`config.mk`:
```
export PLATFORM = sky130hd
export DESIGN_NAME = exp_request_arbiter
export DESIGN_NICKNAME = d
export VERILOG_FILES = /design/src/rtl/exp_request_arbiter.sv
export SDC_FILE = /design/constraint.sdc
export NUM_CORES = 1
export LEC_CHECK = 0
export BUFFER_PORTS_ARGS = -buffer_cell sky130_fd_sc_hd__buf_2
export CORE_AREA = 2 2 76 78
export CTS_BUF_LIST = sky130_fd_sc_hd__clkbuf_8 sky130_fd_sc_hd__clkbuf_16
export DETAILED_ROUTE_END_ITERATION = 12
export DIE_AREA = 0 0 78 80
export PLACE_DENSITY = 0.81
export SYNTH_ARGS = -nofsm -noshare
export SYNTH_HDL_FRONTEND = slang
export SYNTH_SLANG_ARGS = --single-unit
export TNS_END_PERCENT = 30
```
`constraint.sdc`:
```
create_clock -name clk -period 5.5 [get_ports clk]
set_clock_uncertainty 0.05 [all_clocks]
set_input_delay 0.275 -clock clk [delete_from_list [all_inputs] [get_ports clk]]
set_output_delay 0.275 -clock clk [all_outputs]
set_load 0.005 [all_outputs]
```
`src/rtl/exp_request_arbiter.sv`:
```
// Round-robin arbiter sharing one exponent core between two requesters; results also go to the LCD.
// Request to ack takes 3 cycles plus the core's WAIT cycles; requesters hold req until their ack.
module exp_request_arbiter #(
    parameter int W       = 6,
    parameter int TIMEOUT = 1000,
    parameter int TW      = 16
) (
    input  logic         clk,
    input  logic         rst,
    input  logic         req0,
    input  logic [W-1:0] a0,
    input  logic [W-1:0] n0,
    output logic         ack0,
    output logic [W-1:0] res0,
    output logic         err0,
    input  logic         req1,
    input  logic [W-1:0] a1,
    input  logic [W-1:0] n1,
    output logic         ack1,
    output logic [W-1:0] res1,
    output logic         err1,
    output logic         core_go,
    output logic [W-1:0] core_a,
    output logic [W-1:0] core_n,
    input  logic         core_done,
    input  logic [W-1:0] core_result,
    output logic         lcd_start,
    output logic [W-1:0] lcd_a,
    output logic [W-1:0] lcd_n,
    output logic [W-1:0] lcd_res,
    output logic         busy
);

    typedef enum logic [1:0] {IDLE, ISSUE, WAIT, RESP} state_t;

    state_t        state, state_nxt;
    logic          owner;
    logic          last_grant;
    logic          done_q;
    logic [TW-1:0] cnt;

    logic          grant_vld;
    logic          grant_id;
    logic          done_edge;
    logic          timeout_hit;
    logic          finish;
    logic [W-1:0]  fin_res;

    always_comb begin
        state_nxt   = state;
        grant_vld   = 1'b0;
        grant_id    = 1'b0;
        // Only a rising edge counts: a done level left over from a previous job must not complete this one.
        done_edge   = core_done & ~done_q;
        timeout_hit = (cnt == TW'(TIMEOUT - 1));
        finish      = 1'b0;
        fin_res     = done_edge ? core_result : '0;

        case (state)
            IDLE: begin
                if (req0 && req1) begin
                    grant_vld = 1'b1;
                    grant_id  = ~last_grant;
                end else if (req0) begin
                    grant_vld = 1'b1;
                    grant_id  = 1'b0;
                end else if (req1) begin
                    grant_vld = 1'b1;
                    grant_id  = 1'b1;
                end
                if (grant_vld) state_nxt = ISSUE;
            end
            ISSUE: state_nxt = WAIT;
            WAIT: begin
                if (done_edge || timeout_hit) begin
                    finish    = 1'b1;
                    state_nxt = RESP;
                end
            end
            RESP:    state_nxt = IDLE;
            default: state_nxt = IDLE;
        endcase
    end

    always_ff @(posedge clk) begin
        if (rst) begin
            state      <= IDLE;
            owner      <= 1'b0;
            last_grant <= 1'b1;
            done_q     <= 1'b0;
            cnt        <= '0;
            ack0       <= 1'b0;
            res0       <= '0;
            err0       <= 1'b0;
            ack1       <= 1'b0;
            res1       <= '0;
            err1       <= 1'b0;
            core_go    <= 1'b0;
            core_a     <= '0;
            core_n     <= '0;
            lcd_start  <= 1'b0;
            lcd_a      <= '0;
            lcd_n      <= '0;
            lcd_res    <= '0;
            busy       <= 1'b0;
        end else begin
            state     <= state_nxt;
            done_q    <= core_done;
            core_go   <= (state_nxt == ISSUE);
            busy      <= (state_nxt != IDLE);
            ack0      <= 1'b0;
            ack1      <= 1'b0;
            lcd_start <= 1'b0;

            if (state == IDLE && grant_vld) begin
                owner      <= grant_id;
                last_grant <= grant_id;
                core_a     <= grant_id ? a1 : a0;
                core_n     <= grant_id ? n1 : n0;
            end

            if (state == ISSUE) begin
                cnt <= '0;
            end else if (state == WAIT) begin
                cnt <= cnt + TW'(1);
            end

            // Outputs for RESP are loaded on the way in so they are valid during the ack cycle.
            if (finish) begin
                if (owner) begin
                    ack1 <= 1'b1;
                    res1 <= fin_res;
                    err1 <= ~done_edge;
                end else begin
                    ack0 <= 1'b1;
                    res0 <= fin_res;
                    err0 <= ~done_edge;
                end
                if (done_edge) begin
                    lcd_start <= 1'b1;
                    lcd_a     <= core_a;
                    lcd_n     <= core_n;
                    lcd_res   <= core_result;
                end
            end
        end
    end

endmodule

```
==> run summary <==
Post-CTS setup buffers: 0
Worst path required time: 5.70 ns
Class of the tightest hold or removal check: in2reg
ANT nets after route: 0
Number of vias per cell: 5.36
Port-buffer cells: 83
Die width: 78 µm
Per-cell routed wire length: 14.0 µm
PostCTS Resize Cnt: 0
Final Max Tran Viols: 0
Synthesized flop and latch total: 70
TritonCTS buffer count: 9
Fill cells: 465
I/O pins: 84
RSZ-0062 raised after global routing: false
Root cell of the clock tree: clkbuf_8
CP delay by family, top: simple AND/OR/NAND/NOR gates
CP Launch Type: flip-flop
Final period util: 52.5%
Global-route wire length before repair: 10700 µm
Core Util, Final: 64.5%
Die Ht: 80 µm
Final Hold Viols: 0
Core Region: 5410 µm²
Max Clock Freq: 346 MHz
Switching power: 0.000426 W
Min Clock Period, post-route: 2.89 ns
Slew margin rel.: 21.0%
Routed via count: 2575
CP max FO: 20
WL final: 6710 µm
Clk pwr share: 33.5%
Worst-path clk slew: 0.07 ns
Combinational Power Share: 22.8%
Worst-Margin Slew: 1.18 ns
Placed cell count: 464
Num rows: 27
Gr ovfl total: 0
Overall Global Routing Usage: 22.0%
Hold WS: 0.139 ns
Worst stage delay on the critical path: 0.79 ns
Seq/Total Area, Yosys: 49.5%
Initial antenna violation count: 0
Hold-fix buffers at CTS: 0
Placer Congestion: 0.762
Critical path's slowest cell: nor2_1
CP arrival: 3.09 ns
Post-DP HPWL: 4600 µm
Clk sinks: 70
Maximum clock insertion buffer count: 2
Cell area after layout: 3480 µm²
Pleak: 1.42 nW
Dpl cell area: 3260 µm²
Worst reg2reg path startpoint: state[0]
Antenna diode count: 0
CTS tree: done
Synth Instances: 330
Setup TNS: 0 ns
Initial Utilization: 52.4%
Number of global-route vias before repair: 2344
Post-Layout Cell Count: 480
Critical path type: reg2reg
Area of the multi-input gates: 1310 µm²
Share of layout cells above drive strength 1: 26.5%
Synth cell types: 33
Status: finished, final reports clean
Syn. warnings: 0
PwrDens: 396 nW/µm²
Worst skew pair latency: 0.35 ns
Max cap viols: 0
Worst hold start: core_done
DR pass1 iterations: 4
Peak VDD IR: 0.215 mV
Die ar.: 6240 µm²
Post-route DRC: 0
CP Cell Sequence: inv_1 -> ha_1 -> nand3b_1 -> nor2_1 -> a21oi_1 -> a211oi_1
Mapped Nets: 370
Final nets: 443
# setup viols final: 0
Switching portion of total power: 30.9%
CP endpoint kind: flip-flop
CTS HTree Levels: 3
Seq pwr share: 43.7%
Register area: 1400 µm²
Post-Syn Area: 2830 µm²
Pin count of the biggest net entering global routing: 57
Buf+Inv Stages, Crit Path: 1
Power Internal: 0.000952 W
Area Growth Syn to Fin: 23.1%
Synthesized area per cell: 8.58 µm²
Initial drt markers: 136
Worst setup startpoint: state[0]
[through the flow]
| step | total power (W) | worst slack (ns) |
|---|---|---|
| after detailed placement | 0.000927 | 2.67 |
| final | 0.00138 | 2.61 |
| after global routing | 0.00145 | 2.25 |
| after CTS | 0.00139 | 2.61 |
| after global placement | 0.000919 | 2.80 |
| after floorplan | 0.000821 | 3.54 |
[layer usage]
metal / wire, µm / up-vias / GRT usage (%)
met3: 451 / 11 / 5.20
met1: 2910 / 1167 / 27.5
met2: 3250 / 85 / 35.8
met5: 0 / - / 0
li1: - / 1312 / -
met4: 97 / 0 / 10.5
[cells in the mapped netlist, drive strengths merged]
cell    count  area (µm²)
a21oi      52         260
xnor2       6        52.6
nor2b       3        18.8
or4         2        22.5
nand2b      2        12.5
nand3       4        25.0
nand2      55         206
nand4b      1        8.76
a21bo       1        10.0
dfxtp      70        1400
nor4bb      1        10.0
o21a        3        22.5
a31oi      13        81.3
or2         2        12.5
nor2       24        90.1
nor4b       1        8.76
clkbuf     21        78.8
inv         9        33.8
xor2        3        26.3
a31o        1        8.76
nand4       4        40.0
a311o       1        10.0
buf         1        7.51
nor3        5        25.0
mux2i       2        20.0
o221ai     12         105
ha          5        62.6
o21ai       7        35.0
a211oi     12        90.1
or3         6        37.5
nand3b      1        7.51
[kinds of logic (layout without fill, tap and decap cells)]
logic type	after synthesis	count (layout)	share of synthesized area, %
and+or+nand+nor	111	111	18.6
AOI/OAI and AO/OA	102	102	22.0
DFF	70	70	49.5
buffers and inverters	31	109	4.24
xor gates and xnor gates	9	9	2.78
adders and majority gates	5	5	2.21
muxes	2	2	0.707
[layout by cell type (no fill, tap or decap), types with 2 or more instances in the layout]
master,synthesis,final
buf_2,0,83
mux2i_1,2,2
or2_2,2,2
clkinv_4,0,2
nor2_1,24,23
or4_4,2,2
a211oi_1,12,12
o21a_1,3,3
nor2b_1,3,3
a21oi_1,52,52
nand2b_1,2,2
or3_1,6,6
nand3_1,3,3
xnor2_1,6,6
a31oi_1,13,13
nand2_1,55,55
nand4_1,3,3
inv_1,9,10
clkbuf_8,0,10
o21ai_0,7,7
ha_1,5,5
dfxtp_1,70,70
xor2_1,3,3
bufinv_16,0,2
nor3_1,5,5
o221ai_1,12,12
[state kept, by name, summed over array words and instances, names as in the netlist, 2 cells and up]
register  count
state         2
core_a        6
core_n        6
cnt          16
lcd_n         6
res1          6
res0          6
lcd_a         6
lcd_res       6
[final timing paths]
kind	slack, ns	cells past startpoint	end
max	2.61	6	res0[2]
max reg2reg	2.61	6	res0[2]
min reg2reg	0.41	2	lcd_a[1]
min	0.14	2	done_q
[area by class of cell]
class	instances	area share, %
clock buffer	10	3.95
sequential	70	40.2
tap	72	2.59
timing repair buffer	84	12.1
clock inverter	6	2.48
inverter	9	0.969
multi-input combinational	229	37.7
[worst register-to-register path, cell delays in order (launching register included)]
cell and delay [ns]:
dfxtp_1 0.33, inv_1 0.12, ha_1 0.44, nand3b_1 0.63, nor2_1 0.79, a21oi_1 0.15, a211oi_1 0.28
[power groups by stage]
stage / Clock, W / Sequential, W / Combinational [W]
final: 0.000462 / 0.000603 / 0.000314
after CTS: 0.000469 / 0.000602 / 0.000317
after detailed placement: 0 / 0.000613 / 0.000314
after global placement: 0 / 0.000613 / 0.000306
after global routing: 0.000486 / 0.000610 / 0.000354
after floorplan: 0 / 0.000607 / 0.000215
(Power assumes the default switching activity.)
